--- src/rtl/cam_ctrl_pkg.sv ---
// cam_ctrl_pkg
//   Shared definitions for the CAM access controller: CAM geometry, the
//   reserved empty-entry marker, command op encodings and the controller
//   state enum.
package cam_ctrl_pkg;

    localparam int ENTRIES = 16;
    localparam int KEY_W   = 8;
    localparam int IDX_W   = 4;
    localparam int CNT_W   = 5;

    // Written into free entries; never accepted as a command key.
    localparam logic [KEY_W-1:0] EMPTY_KEY = 8'hFF;

    localparam logic [1:0] OP_LOOKUP = 2'b00;
    localparam logic [1:0] OP_INSERT = 2'b01;
    localparam logic [1:0] OP_DELETE = 2'b10;

    typedef enum logic [2:0] {
        ST_INIT   = 3'd0,
        ST_IDLE   = 3'd1,
        ST_LOOKUP = 3'd2,
        ST_CHECK  = 3'd3,
        ST_WRITE  = 3'd4,
        ST_RESP   = 3'd5
    } state_e;

endpackage

--- src/rtl/cam_free_enc.sv ---
// cam_free_enc
//   Lowest-zero priority encoder over the entry valid bits. Picks the free
//   slot an insert will allocate.
//   Ports:
//     valid_i    : per-entry occupancy
//     free_idx_o : lowest index whose valid bit is 0 (0 when full)
//     full_o     : every entry is occupied
module cam_free_enc
    import cam_ctrl_pkg::*;
(
    input  logic [ENTRIES-1:0] valid_i,
    output logic [IDX_W-1:0]   free_idx_o,
    output logic               full_o
);

    always_comb begin
        free_idx_o = '0;
        full_o     = &valid_i;
        // Scan downward so the lowest free index is the last one assigned.
        for (int i = ENTRIES - 1; i >= 0; i--) begin
            if (!valid_i[i]) begin
                free_idx_o = IDX_W'(i);
            end
        end
    end

endmodule

--- src/rtl/cam_access_ctrl.sv ---
// cam_access_ctrl
//   Owns an external 16x8 CAM and shares it between two requesters. After
//   reset it sweeps EMPTY_KEY into every entry, then serves one command at a
//   time (lookup / insert / delete) with round-robin arbitration, tracking
//   occupancy and allocating the lowest free slot on insert.
//   Handshake: requester i transfers a command in a cycle where
//   req_valid[i] & req_ready[i]; req_valid is held until then. Responses are
//   a single rsp_valid pulse with no backpressure.
//   Ports:
//     req_valid/req_ready   : per-requester command handshake
//     req{0,1}_op/_key      : command op and key
//     rsp_*                 : registered response (id, hit, index, err)
//     cam_wen/ren/din/addr  : registered CAM control pins
//     cam_dout/cam_hit      : CAM search result (registered inside the CAM)
//     count                 : number of occupied entries
//     init_done             : clearing sweep finished
//     dbg_state_o           : current FSM state
module cam_access_ctrl
    import cam_ctrl_pkg::*;
(
    input  logic              clk,
    input  logic              rst_n,
    input  logic [1:0]        req_valid,
    output logic [1:0]        req_ready,
    input  logic [1:0]        req0_op,
    input  logic [KEY_W-1:0]  req0_key,
    input  logic [1:0]        req1_op,
    input  logic [KEY_W-1:0]  req1_key,
    output logic              rsp_valid,
    output logic              rsp_id,
    output logic              rsp_hit,
    output logic [IDX_W-1:0]  rsp_index,
    output logic              rsp_err,
    output logic              cam_wen,
    output logic              cam_ren,
    output logic [KEY_W-1:0]  cam_din,
    output logic [IDX_W-1:0]  cam_addr,
    input  logic [IDX_W-1:0]  cam_dout,
    input  logic              cam_hit,
    output logic [CNT_W-1:0]  count,
    output logic              init_done,
    output state_e            dbg_state_o
);

    state_e             state_q, state_d;
    logic [CNT_W-1:0]   sweep_q, sweep_d;
    logic               last_q, last_d;
    logic               cmd_id_q, cmd_id_d;
    logic [1:0]         cmd_op_q, cmd_op_d;
    logic [KEY_W-1:0]   cmd_key_q, cmd_key_d;
    logic               res_hit_q, res_hit_d;
    logic [IDX_W-1:0]   res_idx_q, res_idx_d;
    logic               res_err_q, res_err_d;
    logic               wr_set_q, wr_set_d;
    logic [IDX_W-1:0]   wr_idx_q, wr_idx_d;
    logic [ENTRIES-1:0] valid_q, valid_d;
    logic [CNT_W-1:0]   count_q, count_d;
    logic               init_done_q, init_done_d;

    logic               rsp_valid_q, rsp_valid_d;
    logic               rsp_id_q, rsp_id_d;
    logic               rsp_hit_q, rsp_hit_d;
    logic [IDX_W-1:0]   rsp_idx_q, rsp_idx_d;
    logic               rsp_err_q, rsp_err_d;
    logic               cam_wen_q, cam_wen_d;
    logic               cam_ren_q, cam_ren_d;
    logic [KEY_W-1:0]   cam_din_q, cam_din_d;
    logic [IDX_W-1:0]   cam_addr_q, cam_addr_d;

    logic               grant;
    logic [1:0]         sel_op;
    logic [KEY_W-1:0]   sel_key;
    logic [IDX_W-1:0]   free_idx;
    logic               full;

    cam_free_enc u_free_enc (
        .valid_i    (valid_q),
        .free_idx_o (free_idx),
        .full_o     (full)
    );

    // With both requesters valid, grant the one not served last; last_q
    // resets to 1 so requester 0 wins the first contention.
    assign grant   = (&req_valid) ? ~last_q : req_valid[1];
    assign sel_op  = grant ? req1_op  : req0_op;
    assign sel_key = grant ? req1_key : req0_key;

    always_comb begin
        state_d     = state_q;
        sweep_d     = sweep_q;
        last_d      = last_q;
        cmd_id_d    = cmd_id_q;
        cmd_op_d    = cmd_op_q;
        cmd_key_d   = cmd_key_q;
        res_hit_d   = res_hit_q;
        res_idx_d   = res_idx_q;
        res_err_d   = res_err_q;
        wr_set_d    = wr_set_q;
        wr_idx_d    = wr_idx_q;
        valid_d     = valid_q;
        count_d     = count_q;
        init_done_d = init_done_q;
        cam_wen_d   = 1'b0;
        cam_ren_d   = 1'b0;
        cam_din_d   = cam_din_q;
        cam_addr_d  = cam_addr_q;
        req_ready   = 2'b00;

        case (state_q)
            ST_INIT: begin
                if (sweep_q < CNT_W'(ENTRIES)) begin
                    cam_wen_d  = 1'b1;
                    cam_din_d  = EMPTY_KEY;
                    cam_addr_d = sweep_q[IDX_W-1:0];
                    sweep_d    = sweep_q + 5'd1;
                end else begin
                    state_d     = ST_IDLE;
                    init_done_d = 1'b1;
                end
            end
            ST_IDLE: begin
                // CAM enables stay low here so cam_hit is cleared before the
                // next search.
                if (req_valid != 2'b00) begin
                    req_ready[grant] = 1'b1;
                    last_d    = grant;
                    cmd_id_d  = grant;
                    cmd_op_d  = sel_op;
                    cmd_key_d = sel_key;
                    res_hit_d = 1'b0;
                    res_idx_d = '0;
                    if (sel_op == 2'b11 || sel_key == EMPTY_KEY) begin
                        res_err_d = 1'b1;
                        state_d   = ST_RESP;
                    end else begin
                        res_err_d = 1'b0;
                        cam_ren_d = 1'b1;
                        cam_din_d = sel_key;
                        state_d   = ST_LOOKUP;
                    end
                end
            end
            ST_LOOKUP: begin
                state_d = ST_CHECK;
            end
            ST_CHECK: begin
                res_hit_d = cam_hit;
                res_idx_d = cam_hit ? cam_dout : '0;
                res_err_d = 1'b0;
                state_d   = ST_RESP;
                if (cmd_op_q == OP_INSERT && !cam_hit) begin
                    if (full) begin
                        res_err_d = 1'b1;
                    end else begin
                        res_idx_d  = free_idx;
                        wr_set_d   = 1'b1;
                        wr_idx_d   = free_idx;
                        cam_wen_d  = 1'b1;
                        cam_addr_d = free_idx;
                        cam_din_d  = cmd_key_q;
                        state_d    = ST_WRITE;
                    end
                end else if (cmd_op_q == OP_DELETE && cam_hit) begin
                    wr_set_d   = 1'b0;
                    wr_idx_d   = cam_dout;
                    cam_wen_d  = 1'b1;
                    cam_addr_d = cam_dout;
                    cam_din_d  = EMPTY_KEY;
                    state_d    = ST_WRITE;
                end
            end
            ST_WRITE: begin
                valid_d[wr_idx_q] = wr_set_q;
                count_d = wr_set_q ? count_q + 5'd1 : count_q - 5'd1;
                state_d = ST_RESP;
            end
            ST_RESP: begin
                state_d = ST_IDLE;
            end
            default: begin
                state_d = ST_IDLE;
            end
        endcase

        // Response registers load on entry to RESP so rsp_* are valid
        // together with the pulse.
        rsp_valid_d = (state_d == ST_RESP);
        rsp_id_d    = rsp_valid_d ? cmd_id_d  : rsp_id_q;
        rsp_hit_d   = rsp_valid_d ? res_hit_d : rsp_hit_q;
        rsp_idx_d   = rsp_valid_d ? res_idx_d : rsp_idx_q;
        rsp_err_d   = rsp_valid_d ? res_err_d : rsp_err_q;
    end

    always_ff @(posedge clk or negedge rst_n) begin
        if (!rst_n) begin
            state_q     <= ST_INIT;
            sweep_q     <= '0;
            last_q      <= 1'b1;
            cmd_id_q    <= 1'b0;
            cmd_op_q    <= 2'b00;
            cmd_key_q   <= '0;
            res_hit_q   <= 1'b0;
            res_idx_q   <= '0;
            res_err_q   <= 1'b0;
            wr_set_q    <= 1'b0;
            wr_idx_q    <= '0;
            valid_q     <= '0;
            count_q     <= '0;
            init_done_q <= 1'b0;
            rsp_valid_q <= 1'b0;
            rsp_id_q    <= 1'b0;
            rsp_hit_q   <= 1'b0;
            rsp_idx_q   <= '0;
            rsp_err_q   <= 1'b0;
            cam_wen_q   <= 1'b0;
            cam_ren_q   <= 1'b0;
            cam_din_q   <= '0;
            cam_addr_q  <= '0;
        end else begin
            state_q     <= state_d;
            sweep_q     <= sweep_d;
            last_q      <= last_d;
            cmd_id_q    <= cmd_id_d;
            cmd_op_q    <= cmd_op_d;
            cmd_key_q   <= cmd_key_d;
            res_hit_q   <= res_hit_d;
            res_idx_q   <= res_idx_d;
            res_err_q   <= res_err_d;
            wr_set_q    <= wr_set_d;
            wr_idx_q    <= wr_idx_d;
            valid_q     <= valid_d;
            count_q     <= count_d;
            init_done_q <= init_done_d;
            rsp_valid_q <= rsp_valid_d;
            rsp_id_q    <= rsp_id_d;
            rsp_hit_q   <= rsp_hit_d;
            rsp_idx_q   <= rsp_idx_d;
            rsp_err_q   <= rsp_err_d;
            cam_wen_q   <= cam_wen_d;
            cam_ren_q   <= cam_ren_d;
            cam_din_q   <= cam_din_d;
            cam_addr_q  <= cam_addr_d;
        end
    end

    assign rsp_valid   = rsp_valid_q;
    assign rsp_id      = rsp_id_q;
    assign rsp_hit     = rsp_hit_q;
    assign rsp_index   = rsp_idx_q;
    assign rsp_err     = rsp_err_q;
    assign cam_wen     = cam_wen_q;
    assign cam_ren     = cam_ren_q;
    assign cam_din     = cam_din_q;
    assign cam_addr    = cam_addr_q;
    assign count       = count_q;
    assign init_done   = init_done_q;
    assign dbg_state_o = state_q;

endmodule

--- config.mk ---
export PLATFORM = sky130hd
export DESIGN_NAME = cam_access_ctrl
export DESIGN_NICKNAME = d
export VERILOG_FILES = /design/src/rtl/cam_ctrl_pkg.sv /design/src/rtl/cam_free_enc.sv /design/src/rtl/cam_access_ctrl.sv
export SDC_FILE = /design/constraint.sdc
export NUM_CORES = 1
export LEC_CHECK = 0
export CAP_MARGIN = 20
export CORE_MARGIN = 2
export CORE_UTILIZATION = 40
export DETAILED_ROUTE_END_ITERATION = 10
export SYNTH_ARGS = -nofsm -noshare
export SYNTH_HDL_FRONTEND = slang
export SYNTH_HIERARCHICAL = 1
export SYNTH_SLANG_ARGS = --single-unit
--- constraint.sdc ---
create_clock -name clk -period 2.83 [get_ports clk]
set_input_delay 0.4245 -clock clk [delete_from_list [all_inputs] [get_ports clk]]
set_output_delay 0.4245 -clock clk [all_outputs]
set_load 0.05 [all_outputs]
==> flow_metrics.env <==
export IMPL_ys_warn_count=6
export IMPL_cpMaxStageDelayCell="dfrtp_1"
export IMPL_cts_made_buffers=9
export IMPL_maxSlewViolCount=0
export IMPL_powerDensity_mw_per_mm2=1149
export IMPL_synthArstFlopShare_pct=100.0
export IMPL_synth_commonest_cells="dfrtp_1, nand2_1, o21ai_0"
export IMPL_worstHoldPathType="in -> async"
export IMPL_finalSetupTns_ns=0
export IMPL_skew_ns=0.01265
export IMPL_htree_levels=3
export IMPL_p_int_w=0.002988
export IMPL_p_comb_share_pct=49.2
export IMPL_worstPathRequired_ns=3.07
export IMPL_place_ws_ns=0.1834
export IMPL_slew_headroom_pct=36.70
export IMPL_grt_pass1_vias=2836
export IMPL_synth_seq_area_share_pct=51.49
export IMPL_synth_top_area_cell="dfrtp_1"
export IMPL_dpl_cell_area_mm2=0.004468
export IMPL_syn_num_nets=369
export IMPL_fin_ws_ns=0.2841
export IMPL_fin_crit_ns=2.546
export IMPL_cts_tree="built"
export IMPL_fin_area_mm2=0.004656
export IMPL_switching_share_pct=44.16
export IMPL_dp_hpwl_um=6246
export IMPL_insertion_delay_ns=0.35
export IMPL_cts_resized_gates=0
export IMPL_crit_family="simple AND/OR/NAND/NOR gates"
export IMPL_worst_slew_pin_slew_ns=0.9494
export IMPL_avgSynthCellArea_um2=10.89
export IMPL_post_cts_buffers=0
export IMPL_synth_edf_count=0
export IMPL_drtIter0Drc=115
export IMPL_cts_sinks=75
export IMPL_synthFlopType="dfrtp_1"
export IMPL_hold_slack_ns=0.2138
export IMPL_cts_buffer_depth=2
export IMPL_grt_ovfl_total=0
export IMPL_grt_pass1_wl_um=14440
export IMPL_start_kind="flop"
export IMPL_end_kind="flop"
export IMPL_status="finished clean"
export IMPL_ys_types=54
export IMPL_power_frac_seq_pct=36.3
export IMPL_rsz0062_at_grt="false"
export IMPL_p_sw_w=0.002363
export IMPL_core_area_mm2=0.008763
export IMPL_place_port_buffers=61
export IMPL_crit_type="reg -> reg"
export IMPL_setup_viol=0
export IMPL_dr_pass1_iters=5
export IMPL_p_leak_nw=1.997
export IMPL_grt_max_degree=76
export IMPL_nets=443
export IMPL_yosys_register_bits=75
export IMPL_critical_path_arrival_ns=2.78
export IMPL_fin_util_pct=53.13
export IMPL_cp_num_buf_inv=2
export IMPL_hold_buffers=0
export IMPL_fp_dieH_um=99.49
export IMPL_io_pins=62
export IMPL_vias=2821
export IMPL_path_max_fanout=10
export IMPL_peakVddDrop_uv=808.0
export IMPL_fmax_mhz=392.8
export IMPL_timing_final_crit_share_pct=89.96
export IMPL_syn_cell_area_mm2=0.003647
export IMPL_synth_cells=335
export IMPL_max_cap_viol_count=0
export IMPL_synth_area_leaders="dfrtp_1, mux2_2, mux2i_1"
export IMPL_fp_dieArea_mm2=0.009898
export IMPL_syn_to_final_growth_pct=27.65
export IMPL_clkSlewWorstSetupHoldPaths_ns=0.08
export IMPL_hold_viol_final=0
export IMPL_avgViaCountPerCell=5.404
export IMPL_root_buffer="clkbuf_8"
export IMPL_rows=34
export IMPL_drive_gt1_share_pct=17.87
export IMPL_pwr_share_clk_pct=14.5
export IMPL_grt_util_all_layers_pct=18.49
export IMPL_max_stage_delay_ns=0.41
export IMPL_path_cells="nand4_1, or3_4, nor3_2, inv_1, a22oi_1, nor3_4, a2111oi_4, buf_4, mux2_2"
export IMPL_wl_per_cell_um=16.44
export IMPL_antenna_found_initial=0
export IMPL_start_util_pct=41.62
export IMPL_postRouteAntennaNets=0
export IMPL_routabilityCongestion=0.8241
export IMPL_wl_um=8581
export IMPL_drc=0
export IMPL_die_w_um=99.49
export IMPL_synth_most_common_cell="dfrtp_1"
export IMPL_num_antenna_cells=0
export IMPL_netlist_area_leader_share_pct=50.77
final cells by class:
cell class | count | area [um2]
fill | 813 | 4108
timing repair buffer | 76 | 740.7
inverter | 9 | 33.78
clock buffer | 11 | 151.4
multi-input combinational | 238 | 1680
sequential | 75 | 1878
clock inverter | 5 | 36.28
tap | 108 | 135.1
logic make-up (layout without fill, tap and decap cells):
group | after synthesis | count (layout) | share of synthesized area, %
xor+xnor | 8 | 8 | 1.921
compound gates | 90 | 90 | 16.67
simple gates | 94 | 94 | 13.38
mux | 41 | 41 | 12.18
flops | 75 | 75 | 51.49
fa+ha+maj | 5 | 5 | 1.921
buf+inv | 22 | 101 | 2.436
registers in the layout, summed over array words and instances (netlist names), 2 cells and up:
name and cells:
cam_din 8, count 5, valid_q 16, cmd_op_q 2, rsp_index 4, cam_addr 4
sweep_q 5, res_idx_q 4, dbg_state_o 3, cmd_key_q 8, wr_idx_q 4
per-stage QoR:
step / instances / total power, W
final: 522 / 0.005351
after global routing: 522 / 0.005716
after CTS: 522 / 0.005408
after detailed placement: 506 / 0.004608
after global placement: 506 / 0.004565
after floorplan: 335 / 0.003692
power groups by stage:
| stage | registers, W | clock network, W | logic [W] |
|---|---|---|---|
| 2_1_floorplan | 0.00240 | 0 | 0.00129 |
| 3_3_place_gp | 0.00194 | 0 | 0.00262 |
| 3_5_place_dp | 0.00196 | 0 | 0.00265 |
| 4_1_cts | 0.00194 | 0.000805 | 0.00266 |
| 5_1_grt | 0.00201 | 0.000846 | 0.00286 |
| 6_report | 0.00194 | 0.000776 | 0.00263 |
cell usage in the layout, fill, tap and decap left out, types with 2 or more instances in the layout:
cell type / instances
nand4_1: 6
o31ai_1: 9
a221o_1: 4
nor3_1: 6
buf_12: 2
clkbuf_8: 11
nor3b_1: 2
ha_1: 4
a21oi_1: 24
a21o_1: 5
clkdlybuf4s50_1: 58
mux2_2: 27
a31oi_1: 2
clkinvlp_4: 3
inv_1: 9
nand2_1: 31
and3_1: 4
xnor2_1: 6
dfrtp_1: 74
buf_4: 16
a311oi_1: 2
nand2b_1: 2
xor2_1: 2
nand3_1: 3
mux2i_1: 14
nand3b_1: 3
o21ai_0: 28
nor2_1: 25
and4_1: 2
worst paths after layout:
check / slack (ns) / end / cells past startpoint / startpoint
worst max-delay path: 0.28 / rsp_hit$_DFFE_PN0N_ / 9 / valid_q[6]$_DFFE_PN0P_
worst min-delay path: 0.21 / count[0]$_DFFE_PN0P_ / 1 / rst_n
worst max register to register: 0.28 / rsp_hit$_DFFE_PN0N_ / 9 / valid_q[6]$_DFFE_PN0P_
worst min register to register: 0.47 / count[4]$_DFFE_PN0P_ / 1 / count[4]$_DFFE_PN0P_
max in group asynchronous: 2.00 / cam_addr[1]$_DFFE_PN0P_ / 1 / rst_n
min in group clk: 0.47 / count[4]$_DFFE_PN0P_ / 1 / count[4]$_DFFE_PN0P_
layer usage:
layer  share of wire, %  wire length, um  vias to the layer above  GRT usage [%]
met5                  0                0                        -              0
met4               0.98               84                        0          4.320
met3                3.9              336                       10          4.638
met2                 49             4189                       63          29.37
met1                 46             3971                     1373          25.68
li1                   -                -                     1375              -
worst reg2reg max path, stage by stage (launching register included):
cell and delay [ns]:
dfrtp_1 0.41, nand4_1 0.15, or3_4 0.36, nor3_2 0.21
inv_1 0.09, a22oi_1 0.33, nor3_4 0.13, a2111oi_4 0.20
buf_4 0.22, mux2_2 0.34
(Power assumes the default switching activity.)
